File: config.mk
export PLATFORM = sky130hd
export DESIGN_NAME = button_events
export DESIGN_NICKNAME = d
export VERILOG_FILES = /design/src/rtl/button_events_pkg.sv /design/src/rtl/event_fifo.sv /design/src/rtl/button_events.sv
export SDC_FILE = /design/constraint.sdc
export NUM_CORES = 1
export LEC_CHECK = 0
export ABC_AREA = 1
export CORE_MARGIN = 4
export CORE_UTILIZATION = 45
export CTS_CLUSTER_DIAMETER = 50
export DETAILED_ROUTE_END_ITERATION = 8
export PLACE_DENSITY = 0.66
export SETUP_SLACK_MARGIN = 0.4
export SYNTH_ARGS = -nofsm -noshare
export SYNTH_HDL_FRONTEND = slang
export SYNTH_SLANG_ARGS = --single-unit
File: constraint.sdc
create_clock -name clk -period 2 [get_ports clk]
set_clock_uncertainty 0.05 [all_clocks]
set_input_delay 0.4 -clock clk [delete_from_list [all_inputs] [get_ports clk]]
set_output_delay 0.4 -clock clk [all_outputs]
set_load 0.05 [all_outputs]
File: src/rtl/button_events_pkg.sv
// Shared button codes, event field positions and the event payload type
// used by the button event queue.
package button_events_pkg;

  localparam int unsigned BTN_JOY_DOWN  = 0;
  localparam int unsigned BTN_JOY_UP    = 1;
  localparam int unsigned BTN_JOY_LEFT  = 2;
  localparam int unsigned BTN_JOY_RIGHT = 3;
  localparam int unsigned BTN_JOY_PRESS = 4;
  localparam int unsigned BTN_HOME      = 5;
  localparam int unsigned BTN_MENU      = 6;
  localparam int unsigned BTN_SELECT    = 7;
  localparam int unsigned BTN_START     = 8;
  localparam int unsigned BTN_ACCEPT    = 9;
  localparam int unsigned BTN_BACK      = 10;

  localparam int unsigned EV_CODE_LSB = 0;
  localparam int unsigned EV_CODE_W   = 4;
  localparam int unsigned EV_PRESS    = 4;
  localparam int unsigned EV_REPEAT   = 5;
  localparam int unsigned EV_W        = 6;

  typedef struct packed {
    logic                 rpt;
    logic                 press;
    logic [EV_CODE_W-1:0] code;
  } ev_t;

endpackage

File: src/rtl/event_fifo.sv
// First-word-fall-through FIFO with a registered head; count includes the head.
module event_fifo #(
  parameter int unsigned WIDTH = 6,
  parameter int unsigned DEPTH = 8
) (
  input  logic                     clk,
  input  logic                     resetq,
  input  logic                     push_i,
  input  logic [WIDTH-1:0]         din_i,
  input  logic                     pop_i,
  output logic                     full_o,
  output logic                     empty_o,
  output logic [WIDTH-1:0]         dout_o,
  output logic [$clog2(DEPTH):0]   count_o
);

  localparam int unsigned AW = $clog2(DEPTH);
  localparam int unsigned CW = AW + 1;

  logic [WIDTH-1:0] mem_q [DEPTH];
  logic [AW-1:0]    wr_ptr_q, wr_ptr_d;
  logic [AW-1:0]    rd_ptr_q, rd_ptr_d;
  logic [CW-1:0]    count_q, count_d;
  logic [CW-1:0]    mem_cnt_c;
  logic             out_valid_q, out_valid_d;
  logic [WIDTH-1:0] out_data_q, out_data_d;
  logic             pop_c, push_c, load_c;

  // Head register refills from storage whenever it is empty or being consumed.
  always_comb begin
    pop_c       = pop_i & out_valid_q;
    push_c      = push_i & ((count_q != CW'(DEPTH)) | pop_c);
    mem_cnt_c   = count_q - CW'(out_valid_q);
    load_c      = (mem_cnt_c != '0) & (~out_valid_q | pop_c);
    wr_ptr_d    = wr_ptr_q;
    rd_ptr_d    = rd_ptr_q;
    out_valid_d = out_valid_q;
    out_data_d  = out_data_q;
    if (push_c) begin
      wr_ptr_d = wr_ptr_q + AW'(1);
    end
    if (load_c) begin
      rd_ptr_d    = rd_ptr_q + AW'(1);
      out_valid_d = 1'b1;
      out_data_d  = mem_q[rd_ptr_q];
    end else if (pop_c) begin
      out_valid_d = 1'b0;
    end
    count_d = count_q + CW'(push_c) - CW'(pop_c);
  end

  always_ff @(posedge clk or negedge resetq) begin
    if (!resetq) begin
      wr_ptr_q    <= '0;
      rd_ptr_q    <= '0;
      count_q     <= '0;
      out_valid_q <= 1'b0;
      out_data_q  <= '0;
    end else begin
      wr_ptr_q    <= wr_ptr_d;
      rd_ptr_q    <= rd_ptr_d;
      count_q     <= count_d;
      out_valid_q <= out_valid_d;
      out_data_q  <= out_data_d;
    end
  end

  always_ff @(posedge clk) begin
    if (push_c) begin
      mem_q[wr_ptr_q] <= din_i;
    end
  end

  assign full_o  = (count_q == CW'(DEPTH));
  assign empty_o = ~out_valid_q;
  assign dout_o  = out_data_q;
  assign count_o = count_q;

endmodule

File: src/rtl/button_events.sv
// Turns button level changes into a queue of press/release events.
// Define BUTTON_EVENTS_REPEAT_EN to add joystick auto-repeat.
module button_events
  import button_events_pkg::*;
#(
  parameter int unsigned NBTN         = 11,
  parameter int unsigned FIFO_DEPTH   = 8
`ifdef BUTTON_EVENTS_REPEAT_EN
  ,
  parameter int unsigned REPEAT_DELAY = 12000000,
  parameter int unsigned REPEAT_RATE  = 3000000
`endif
) (
  input  logic                          clk,
  input  logic                          resetq,
  input  logic [NBTN-1:0]               btn,
  output logic                          ev_valid,
  input  logic                          ev_ready,
  output logic [EV_W-1:0]               ev_data,
  output logic [$clog2(FIFO_DEPTH):0]   ev_count,
  output logic                          stall,
  input  logic                          stall_clr
);

  localparam int unsigned IDX_W = $clog2(NBTN);
`ifdef BUTTON_EVENTS_REPEAT_EN
  localparam int unsigned FW = EV_W;
`else
  localparam int unsigned FW = EV_W - 1;
`endif

  logic [NBTN-1:0]      btn_q;
  logic [NBTN-1:0]      reported_q, reported_d;
  logic [NBTN-1:0]      diff_c;
  logic [IDX_W-1:0]     pick_c;
  logic                 found_c;
  logic                 stall_q, stall_d;
  logic                 pop_c, can_push_c, push_c, edge_push_c;
  logic                 push_press_c;
  logic [EV_CODE_W-1:0] push_code_c;
  logic [FW-1:0]        fifo_din_c;
  logic [FW-1:0]        fifo_dout;
  logic                 fifo_full, fifo_empty;
  ev_t                  ev_c;

`ifdef BUTTON_EVENTS_REPEAT_EN
  localparam int unsigned RPT_MAX = (REPEAT_DELAY > REPEAT_RATE) ? REPEAT_DELAY : REPEAT_RATE;
  localparam int unsigned RPT_W   = $clog2(RPT_MAX) + 1;

  logic             rpt_active_q, rpt_active_d;
  logic             rpt_req_q, rpt_req_d;
  logic [1:0]       rpt_code_q, rpt_code_d;
  logic [RPT_W-1:0] rpt_cnt_q, rpt_cnt_d;
  logic             rpt_pend_c, rpt_push_c, push_rpt_c;

  assign rpt_pend_c = rpt_req_q | (rpt_active_q & (rpt_cnt_q == '0));
`endif

  // Lowest-index pending change wins.
  always_comb begin
    diff_c  = btn_q ^ reported_q;
    found_c = 1'b0;
    pick_c  = '0;
    for (int i = int'(NBTN) - 1; i >= 0; i--) begin
      if (diff_c[i]) begin
        found_c = 1'b1;
        pick_c  = IDX_W'(i);
      end
    end
  end

  always_comb begin
    pop_c        = ev_valid & ev_ready;
    can_push_c   = ~fifo_full | pop_c;
    reported_d   = reported_q;
    stall_d      = stall_q & ~stall_clr;
    push_c       = 1'b0;
    edge_push_c  = 1'b0;
    push_press_c = 1'b0;
    push_code_c  = '0;
`ifdef BUTTON_EVENTS_REPEAT_EN
    rpt_push_c   = 1'b0;
    push_rpt_c   = 1'b0;
`endif
    if (found_c) begin
      if (can_push_c) begin
        push_c             = 1'b1;
        edge_push_c        = 1'b1;
        push_code_c        = EV_CODE_W'(pick_c);
        push_press_c       = btn_q[pick_c];
        reported_d[pick_c] = btn_q[pick_c];
      end else begin
        stall_d = 1'b1;
      end
    end
`ifdef BUTTON_EVENTS_REPEAT_EN
    // Repeats only use idle slots and never count as a stall.
    else if (rpt_pend_c && can_push_c) begin
      push_c       = 1'b1;
      rpt_push_c   = 1'b1;
      push_rpt_c   = 1'b1;
      push_press_c = 1'b1;
      push_code_c  = EV_CODE_W'(rpt_code_q);
    end
    fifo_din_c = {push_rpt_c, push_press_c, push_code_c};
`else
    fifo_din_c = {push_press_c, push_code_c};
`endif
  end

`ifdef BUTTON_EVENTS_REPEAT_EN
  // Tracker follows the most recent direction press until it is released.
  always_comb begin
    rpt_active_d = rpt_active_q;
    rpt_code_d   = rpt_code_q;
    rpt_cnt_d    = rpt_cnt_q;
    rpt_req_d    = rpt_pend_c & ~rpt_push_c;
    if (rpt_active_q) begin
      rpt_cnt_d = (rpt_cnt_q == '0) ? RPT_W'(REPEAT_RATE - 1) : rpt_cnt_q - RPT_W'(1);
    end
    if (rpt_active_q && !reported_d[IDX_W'(rpt_code_q)]) begin
      rpt_active_d = 1'b0;
      rpt_req_d    = 1'b0;
    end
    if (edge_push_c && push_press_c && (pick_c <= IDX_W'(BTN_JOY_RIGHT))) begin
      rpt_active_d = 1'b1;
      rpt_code_d   = pick_c[1:0];
      rpt_cnt_d    = RPT_W'(REPEAT_DELAY - 1);
      rpt_req_d    = 1'b0;
    end
  end

  always_ff @(posedge clk or negedge resetq) begin
    if (!resetq) begin
      rpt_active_q <= 1'b0;
      rpt_req_q    <= 1'b0;
      rpt_code_q   <= '0;
      rpt_cnt_q    <= '0;
    end else begin
      rpt_active_q <= rpt_active_d;
      rpt_req_q    <= rpt_req_d;
      rpt_code_q   <= rpt_code_d;
      rpt_cnt_q    <= rpt_cnt_d;
    end
  end

  assign ev_c = ev_t'(fifo_dout);
`else
  assign ev_c = '{rpt: 1'b0, press: fifo_dout[EV_PRESS], code: fifo_dout[EV_CODE_LSB +: EV_CODE_W]};
`endif

  always_ff @(posedge clk or negedge resetq) begin
    if (!resetq) begin
      btn_q      <= '0;
      reported_q <= '0;
      stall_q    <= 1'b0;
    end else begin
      btn_q      <= btn;
      reported_q <= reported_d;
      stall_q    <= stall_d;
    end
  end

  event_fifo #(
    .WIDTH (FW),
    .DEPTH (FIFO_DEPTH)
  ) u_fifo (
    .clk     (clk),
    .resetq  (resetq),
    .push_i  (push_c),
    .din_i   (fifo_din_c),
    .pop_i   (pop_c),
    .full_o  (fifo_full),
    .empty_o (fifo_empty),
    .dout_o  (fifo_dout),
    .count_o (ev_count)
  );

  assign ev_valid = ~fifo_empty;
  assign ev_data  = ev_c;
  assign stall    = stall_q;

endmodule

==> impl_metrics.toml <==
[synthesis]
syn_area_mm2 = 0.00365
synth_nets = 401
yosysTopAreaCellShare = 0.329
ys_seq_area_frac = 0.597
synth_edf_count = 40
yosysWarningCount = 0
ys_seq_elements = 79
yosysTopAreaCell = "edfxtp_1"
avgSynthCellArea_um2 = 9.70
synth_cells = 376
synthArstFlopShare = 0.494
yosys-top-cells-area = "edfxtp_1 33%, dfrtp_1 27%, nand2_1 7.8%, nor2_1 5.8%, o21ai_0 4.0%"
yosys_most_used_dff = "edfxtp_1"
ys_types = 28

[clocking]
cts_tree = "yes"
cts_made_buffers = 9
path_clk_slew_ns = 0.09
clk_path_buf_depth = 2
root_buffer = "clkbuf_8"
clock_latency_ns = 0.35
ctsHtreeMaxLevel = 3
cts_sinks = 79

[hold_path]
worstHoldEndpoint = "btn_q[8]$_DFF_PN0_"
hold_depth = 1
min-delay-start = "btn[8]"
hp-class = "input port to flip-flop"

[power_and_ir_drop]
pwr-share-seq = 0.330
swShare = 0.443
p_leak_nw = 2.12
p_per_area_mw_per_mm2 = 1690
p_int_w = 0.00464
comb_power_share = 0.523
power.clock.fraction = 0.146
p_switching_w = 0.00369
ir_worst_vdd_mv = 0.646
p_total_w = 0.00833

[worst_setup_path]
cp_slowest_stage_delay_ns = 0.42
worst-path-max-fanout = 8
critPathArrivalTime_ns = 2.13
critPathSlowestCell = "dfrtp_1"
cp_common_cell = "nand2_1"
r2r_slack_ns = -0.08
cp.required_ns = 2.05
cp-start-kind = "flip-flop"
crit_type = "flip-flop to flip-flop"
rr_worst_depth = 17
timing.rr.start = "btn_q[7]$_DFF_PN0_"
endpoint_kind = "flip-flop"
crit_chain = "xnor2_2 -> nand2_1 -> nand2_1 -> nand2_1 -> nand2_1 -> nand2_1 -> nand2_2 -> nand2_4 -> buf_6 -> nand3_2 -> nand2_1 -> nand2_1 -> nand2_1 -> nand2_1 -> nand3_2 -> nand2_2 -> inv_4"
r2r_end = "u_fifo.mem_q[1][4]$_DFFE_PP_"

[global_route]
grt_pass1_wl_um = 13600
grt_start_max_net_pins = 24
antenna_found_initial = 0
grt_pass1_vias = 2869
grt_overflow = 0
track_usage = 0.177

[place]
portBuffers = 25
place_hpwl_um = 5450
place.gp.congestion = 0.849
place_ws_ns = -0.221

[final_layout]
final_common_cell = "nand2_1"
area_growth_pct = 35.4
diodes = 0
nFillCells = 653
drive_above_1_share = 0.370
nets = 474
final_util = 0.633
final_cell_mix = "66 x nand2_1, 40 x edfxtp_1, 36 x nor2_1, 36 x buf_4, 34 x dfrtp_1"

[floorplanning]
die_h_um = 98.0
num_rows = 32
start_util = 0.467
die_x_um = 98.0
die-area_mm2 = 0.00961
io_pins = 27
core_mm2 = 0.00781

[sta]
clock.fmax_mhz = 482
timing.final.hold_violations = 0
maxSlewViolCount = 0
fin_crit_ns = 2.08
layout_worst_path_cycle_share = 1.04
tightest_slew_ns = 0.601
report.final.setup_viol = 20
rsz0062_at_grt = "true"
maxSlewHeadroom = 0.599
fin_ws_ns = -0.0758
finalHoldWorstSlack_ns = 0.429

[detailed_routing]
via_per_inst = 4.97
drt_iter0_drc = 111
routed_wl_um = 8090
firstDrtPassIters = 4
vias = 2761
wire_per_inst_um = 14.6
drc = 0
ant_nets = 0

[flow_run]
drv_cap = 0

[status]
status = "finished, violations left"
violations = "setup timing"
[logic make-up (layout without fill, tap and decap cells)]
logic type | Yosys count | count (layout) | synth area share
and+or+nand+nor | 164 | 165 | 0.189
DFF | 79 | 79 | 0.597
AOI/OAI and AO/OA | 56 | 56 | 0.0844
buffers and inverters | 52 | 129 | 0.0586
xor gates and xnor gates | 14 | 14 | 0.0336
adders and majority gates | 10 | 10 | 0.0364
other | 1 | 1 | 0.00103
[cells in the mapped netlist (6+ instances only)]
master    count
clkbuf_1      6
inv_1        35
o21ai_0      29
ha_1          9
xnor2_1       7
o22ai_1      11
nand3_1       9
dfrtp_1      39
nand2_1      76
nand2_2      16
a21oi_1      13
xor2_1        7
nor2_1       56
inv_2         8
edfxtp_1     40
[state kept, by name (all words and copies together) (netlist names), 3 cells and up]
register	flops
u_fifo.mem_q	40
btn_q	11
reported_q	11
u_fifo.dout_o	5
u_fifo.count_o	4
u_fifo.rd_ptr_q	3
u_fifo.wr_ptr_q	3
[how the worst max path moves through the flow]
stage	startpoint	to	slack, ns	depth (start not counted)
detailed placement	ev_ready	u_fifo.count_o[2]$_DFF_PN0_	-0.22	9
finish	btn_q[7]$_DFF_PN0_	u_fifo.mem_q[1][4]$_DFFE_PP_	-0.08	17
global route	btn_q[8]$_DFF_PN0_	u_fifo.mem_q[1][4]$_DFFE_PP_	-0.26	20
CTS	btn_q[9]$_DFF_PN0_	u_fifo.mem_q[1][4]$_DFFE_PP_	-0.08	20
floorplan	reported_q[9]$_DFFE_PN0P_	u_fifo.mem_q[0][4]$_DFFE_PP_	-0.01	22
global placement	ev_ready	u_fifo.count_o[2]$_DFF_PN0_	-0.19	9
[area by class of cell]
cell class / instances / area, µm² / share of cell area
well taps: 102 / 128 / 0.0258
clock buffers: 9 / 124 / 0.0251
repair buffers: 70 / 594 / 0.120
inverters: 43 / 176 / 0.0357
clock inverters: 7 / 81.3 / 0.0165
multi-input cells: 246 / 1650 / 0.334
flip-flops and latches: 79 / 2180 / 0.442
[worst max-delay path, delay by kind of cell, from the launching register on]
kind / cells / cell delay (ns)
xor gates and xnor gates: 1 / 0.18
buffers and inverters: 2 / 0.20
DFF: 1 / 0.42
and+or+nand+nor: 14 / 0.99
[per-layer routing]
layer  share of wire  routed length, µm  GRT usage
met5               0                  0          0
met4           0.017                137     0.0650
met3           0.043                344     0.0414
met2            0.53               4280      0.314
met1            0.41               3330      0.210
[metrics by stage]
step                      setup TNS (ns)  instances  cell area, µm²
after floorplan                  -0.0947        376            3780
after global placement             -5.38        527            4350
after detailed placement           -7.65        527            4350
after CTS                          -1.09        553            4820
after global routing               -5.78        556            4940
final                              -1.14        556            4940
[timing repair]
action	4_1_cts	5_1_grt
hold endpoints to repair	22	0
pin swaps	19	16
buffers inserted	9	2
endpoints found under the setup margin	112	112
hold buffers	1	0
gates cloned	0	1
resized for setup	71	45
[power by group through the flow]
stage	combinational, W	sequential (W)	clock, W
2_1_floorplan	0.00224	0.00303	0
3_3_place_gp	0.00359	0.00271	0
3_5_place_dp	0.00370	0.00273	0
4_1_cts	0.00409	0.00273	0.00124
5_1_grt	0.00482	0.00282	0.00134
6_report	0.00436	0.00275	0.00122
Note: power is estimated with default switching activity, not from simulation.
